<file path="src/rtl/lsu_pkg.sv">
// Shared types and helpers for the load/store unit.
package lsu_pkg;

  typedef enum logic [1:0] {
    IDLE = 2'd0,
    BUSY = 2'd1,
    RESP = 2'd2
  } lsu_state_e;

  localparam logic [3:0] BE_WORD  = 4'b1111;
  localparam logic [3:0] BE_BYTE0 = 4'b0001;

  function automatic logic [3:0] lane_mask(input logic [1:0] lane);
    return BE_BYTE0 << lane;
  endfunction

endpackage

</file>
<file path="src/rtl/lsu_load_align.sv">
// Load result alignment: selects the addressed byte lane and zero-extends it.
module lsu_load_align #(
  parameter int DATA_WIDTH = 32
) (
  input  logic [DATA_WIDTH-1:0] rdata,
  input  logic [1:0]            lane,
  input  logic                  is_byte,
  output logic [DATA_WIDTH-1:0] data
);

  logic [7:0] byte_val;

  always_comb begin
    byte_val = rdata[8*lane +: 8];
    data     = rdata;
    if (is_byte) begin
      data = {{(DATA_WIDTH-8){1'b0}}, byte_val};
    end
  end

endmodule

</file>
<file path="src/rtl/lsu_mem_stage.sv">
// Memory stage of the LSU: accepts LW/SW/LBU/SB from execute, runs a req/ack
// access with timeout, and returns load data to writeback.
module lsu_mem_stage #(
  parameter int DATA_WIDTH = 32,
  parameter int ADDR_WIDTH = 32,
  parameter int TIMEOUT    = 16
) (
  input  logic                  clk,
  input  logic                  rst,
  input  logic                  ex_valid,
  input  logic                  ex_load,
  input  logic                  ex_store,
  input  logic                  ex_byte,
  input  logic [DATA_WIDTH-1:0] ex_addr,
  input  logic [DATA_WIDTH-1:0] ex_wdata,
  output logic                  stall,
  output logic                  wb_valid,
  output logic [DATA_WIDTH-1:0] wb_data,
  output logic                  err,
  output logic                  mem_req,
  output logic                  mem_we,
  output logic [ADDR_WIDTH-1:0] mem_addr,
  output logic [DATA_WIDTH-1:0] mem_wdata,
  output logic [3:0]            mem_be,
  input  logic                  mem_ack,
  input  logic [DATA_WIDTH-1:0] mem_rdata
);

  import lsu_pkg::*;

  localparam int CNT_W = $clog2(TIMEOUT);
  localparam logic [CNT_W-1:0] CNT_LAST = CNT_W'(TIMEOUT - 1);

  lsu_state_e      state;
  logic [CNT_W-1:0] cnt;
  logic            load_q;
  logic            byte_q;
  logic [1:0]      lane_q;
  logic            op_sel;
  logic            misalign;
  logic            accept;
  logic            bad_op;
  logic [DATA_WIDTH-1:0] align_data;

  always_comb begin
    op_sel   = ex_valid & (ex_load ^ ex_store);
    misalign = ~ex_byte & (ex_addr[1:0] != 2'b00);
    accept   = (state == IDLE) & op_sel & ~misalign;
    bad_op   = (state == IDLE) & ex_valid &
               ((ex_load & ex_store) | (op_sel & misalign));
    stall    = (state == BUSY) | accept;
  end

  lsu_load_align #(
    .DATA_WIDTH(DATA_WIDTH)
  ) u_align (
    .rdata  (mem_rdata),
    .lane   (lane_q),
    .is_byte(byte_q),
    .data   (align_data)
  );

  always_ff @(posedge clk) begin
    if (rst) begin
      state     <= IDLE;
      cnt       <= '0;
      load_q    <= 1'b0;
      byte_q    <= 1'b0;
      lane_q    <= '0;
      mem_req   <= 1'b0;
      mem_we    <= 1'b0;
      mem_addr  <= '0;
      mem_wdata <= '0;
      mem_be    <= '0;
      wb_valid  <= 1'b0;
      wb_data   <= '0;
      err       <= 1'b0;
    end else begin
      err      <= 1'b0;
      wb_valid <= 1'b0;
      case (state)
        IDLE: begin
          if (accept) begin
            state     <= BUSY;
            cnt       <= '0;
            load_q    <= ex_load;
            byte_q    <= ex_byte;
            lane_q    <= ex_addr[1:0];
            mem_req   <= 1'b1;
            mem_we    <= ex_store;
            mem_addr  <= {ex_addr[ADDR_WIDTH-1:2], 2'b00};
            mem_be    <= ex_byte ? lane_mask(ex_addr[1:0]) : BE_WORD;
            mem_wdata <= ex_byte ? {4{ex_wdata[7:0]}} : ex_wdata;
          end else if (bad_op) begin
            err <= 1'b1;
          end
        end
        BUSY: begin
          // Ack is checked before the timeout so a last-cycle ack still completes.
          if (mem_ack) begin
            mem_req  <= 1'b0;
            state    <= RESP;
            wb_valid <= load_q;
            if (load_q) begin
              wb_data <= align_data;
            end
          end else if (cnt == CNT_LAST) begin
            mem_req <= 1'b0;
            err     <= 1'b1;
            state   <= IDLE;
          end else begin
            cnt <= cnt + 1'b1;
          end
        end
        RESP:    state <= IDLE;
        default: state <= IDLE;
      endcase
    end
  end

endmodule

</file>
<file path="config.mk">
export PLATFORM = sky130hd
export DESIGN_NAME = lsu_mem_stage
export DESIGN_NICKNAME = d
export VERILOG_FILES = /design/src/rtl/lsu_pkg.sv /design/src/rtl/lsu_load_align.sv /design/src/rtl/lsu_mem_stage.sv
export SDC_FILE = /design/constraint.sdc
export NUM_CORES = 1
export LEC_CHECK = 0
export CORE_ASPECT_RATIO = 0.6
export CORE_MARGIN = 3
export CORE_UTILIZATION = 38
export DETAILED_ROUTE_END_ITERATION = 10
export GPL_ROUTABILITY_DRIVEN = 0
export PLACE_DENSITY = 0.77
export SKIP_CTS_REPAIR_TIMING = 1
export SYNTH_ARGS = -nofsm -noshare
export SYNTH_HDL_FRONTEND = slang
export SYNTH_SLANG_ARGS = --single-unit
export TNS_END_PERCENT = 100
</file>
<file path="constraint.sdc">
create_clock -name clk -period 1.6 [get_ports clk]
set_input_delay 0.32 -clock clk [delete_from_list [all_inputs] [get_ports clk]]
set_output_delay 0.32 -clock clk [all_outputs]
set_load 0.1 [all_outputs]
</file>
==> flow_summary_export.csv <==
group,metric,value,unit
sta,timing.final.hold_violations,0,
hold_path,hold_path_startpoint,"ex_load",
detailed_routing,drc_errors,0,
die,floorplan.core_area,0.0116,mm²
detailed_routing,drt_iter0_markers,304,
hold_path,holdCritPathClass,"in -> reg",
clock_network,cts_made_buffers,9,
clock_network,clock_tree.root_cell,"clkbuf_16",
yosys,synth_largest_type_area_fraction,48.0,%
yosys,synth_area_leader_cell,"dfxtp_1",
sta,highest_achievable_clock_rate,570,MHz
clock_network,cts_tree,"done",
sta,slew_viol_final,0,
critical_path,delay_of_the_slowest_cell_on_the_worst_path,310,ps
detailed_routing,ant_nets,0,
pwr,peakVddDrop,0.000537,V
yosys,postSynthCellCount,503,
sta,setup_ws,-155,ps
finish,finish.cell_count_without_fillers,866,
clock_network,cts.clk_slew.worst_paths,70,ps
die,initial_core_util,40.2,%
global_routing,first_global_vias,4857,
status,violations,"negative setup slack",
detailed_routing,total_length_of_routed_met3_wires,1690,µm
placed_design,post-place-cells,848,
die,die_y_extent,91.9,µm
global_routing,maximum_number_of_pins_on_one_net_before_global_route_repair,35,
yosys,synth_common_cells,"dfxtp_1 (112), a21oi_1 (74), o21ai_0 (46)",
critical_path,cp_data_arrival_time,1440,ps
detailed_routing,wire_per_inst,19.5,µm
critical_path,critical_path.endpoint,"stall",
critical_path,reg2reg_depth,4,
critical_path,worstSetupPathType,"in -> out",
critical_path,worst_ep_required_time,1280,ps
pwr,p_leak,3.19,nW
detailed_routing,wl,16900,µm
global_routing,first_pass_grt_wire_length,26300,µm
detailed_routing,post_dr_vias_cell,5.56,
run,maxCapViolations,0,
critical_path,critPathSlowestCell,"ha_4",
detailed_routing,top_routing_layer_in_use,"met4",
placed_design,detailed_place_hpwl,13000,µm
yosys,ys_warn_count,0,
yosys,post_syn_area_per_cell,9.29,µm²
finish,fraction_of_layout_instances_using_a_drive_strength_above_1,23.9,%
clock_network,clkSinkCount,112,
yosys,post_synth_num_cell_types,51,
detailed_routing,detail_route.first_pass.iterations,5,
detailed_routing,met2RoutedLength,7820,µm
critical_path,start_kind,"input pin",
clock_network,clock_latency,350,ps
clock_network,number_of_buffers_on_the_longest_clock_path,2,
pwr,pwr_density_cell,867,mW/mm²
global_routing,globalRouteOverflowTotal,0,
clock_network,cts.htree.levels,3,
finish,layout.cell_area.non_filler,0.00842,mm²
detailed_routing,total_vias_in_the_final_route,4814,
critical_path,crit_path_max_fanout,3,
placed_design,place_ws,-564,ps
yosys,dominantRegCellSynth,"dfxtp_1",
sta,setup-violations-final,4,
critical_path,cell_by_cell_listing_of_the_critical_path,"dlymetal6s2s_1 -> ha_4 -> and4bb_2 -> nand2_4 -> nand2_8 -> buf_12",
sta,period_needed,1760,ps
status,run_status,"finished, violations left",
finish,number_of_nets_at_the_end_of_the_flow,806,
yosys,yosysMostFrequentCell,"dfxtp_1",
yosys,synthesis.area,0.00467,mm²
die,die_width,149,µm
yosys,async_reset_ff_share,0,%
finish,areaGrowthSynthToFinish,80.2,%
global_routing,antenna_found_initial,0,
finish,antennaDiodeCount,0,
critical_path,r2r_end,"cnt[1]",
global_routing,all_layer_gr_usage,24.2,%
sta,fin_crit_sh,110,%
critical_path,worst-r2r-setup-slack,30,ps
critical_path,timing.critical_path.to_type,"output port",
die,ios,208,
critical_path,critical_path.startpoint,"ex_store",
finish,layout.filler_cells,832,
die,die_area,0.0137,mm²
yosys,yosys-top-cells-area,"dfxtp_1 (48%), a21oi_1 (7.9%), mux2i_1 (6.9%)",
die,placement_rows,30,
sta,rsz0062_at_grt,"true",
yosys,ys_ff_latch,112,
sta,final_worst_clock_skew,8.82,ps
critical_path,worst_r2r_startpoint,"cnt[0]",
yosys,synth_edf_count,0,
placed_design,placement.cell_area,0.00811,mm²
detailed_routing,met1_length,7120,µm
yosys,synth_sequential_area_ratio,48.0,%
placed_design,io_buffer_count,205,
## final cells by class
cell class	count	area, µm²	share of cell area (%)
Clock buffer	10	229	2.72
Tap cell	160	200	2.38
Multi-Input combinational cell	325	2200	26.1
Clock inverter	6	43.8	0.520
Sequential cell	112	2250	26.7
Timing Repair Buffer	242	3460	41.1
Inverter	11	41.3	0.490
## worst max-delay path: cells and delay by family
family | cells | cell delay, ps
adders and majority gates | 1 | 310
and+or+nand+nor | 3 | 460
buffers and inverters | 2 | 340
## layout by cell type (no fill, tap or decap), types with 3 or more instances in the layout
cell type and instances:
dfxtp_1 111, buf_12 110, clkdlybuf4s50_1 96, a21oi_1 74, o21ai_0 46, nand3_1 44, mux2i_1 32, buf_4 27
a211oi_1 25, a22o_1 24, inv_1 11, clkbuf_16 9, a32oi_1 8, a32o_1 8, nand2b_1 7, nor2_1 6
or3_1 4, dlymetal6s2s_1 4, nor3b_1 3, nand2_1 3, o31ai_1 3
## power by group
| group | switching, mW | internal (mW) |
|---|---|---|
| combinational | 1.31 | 0.866 |
| clock | 1.04 | 1.06 |
| sequential | 0.121 | 2.90 |
| total | 2.47 | 4.83 |
## sequential cells by signal (all words and copies together), names as in the netlist
name       count
lane_q         2
load_q         1
cnt            4
state          2
wb_valid       1
byte_q         1
mem_wdata     32
mem_addr      30
mem_be         4
err            1
wb_data       32
mem_req        1
mem_we         1
## cell families (layout without fill, tap and decap cells)
group | count (synthesis) | count (layout) | synth area share [%]
adders and majority gates | 2 | 2 | 0.535
other | 1 | 2 | 0.0802
AOI/OAI and AO/OA | 201 | 201 | 27.5
DFF | 112 | 112 | 48.0
and+or+nand+nor | 87 | 87 | 10.7
muxes | 32 | 32 | 6.85
xor gates and xnor gates | 1 | 1 | 0.187
buffers and inverters | 67 | 269 | 6.21
## how the worst min path moves through the flow
stage	to	slack [ps]	cells after the start
floorplan	err	410	1
global placement	cnt[1]	470	2
detailed placement	cnt[1]	500	2
CTS	mem_be[2]	390	3
global route	load_q	310	3
finish	load_q	330	3
## metal layers
layer  GRT usage [%]  vias up
met5               0        -
met4            5.71        0
met3            10.0       24
met2            37.6      205
met1            31.3     2318
li1                -     2267
## per-stage QoR
step | power [mW] | utilization (%) | setup TNS, ps | hold slack [ps]
finish | 7.30 | 72.4 | -363 | 333
detailed placement | 5.24 | 69.7 | -44400 | 501
CTS | 7.33 | 72.0 | -10270 | 395
floorplan | 4.25 | - | -14.2 | 414
global route | 7.56 | 72.4 | -499 | 312
global placement | 5.20 | 69.7 | -38500 | 466
No activity file was read; power rests on OpenSTA's default activity.
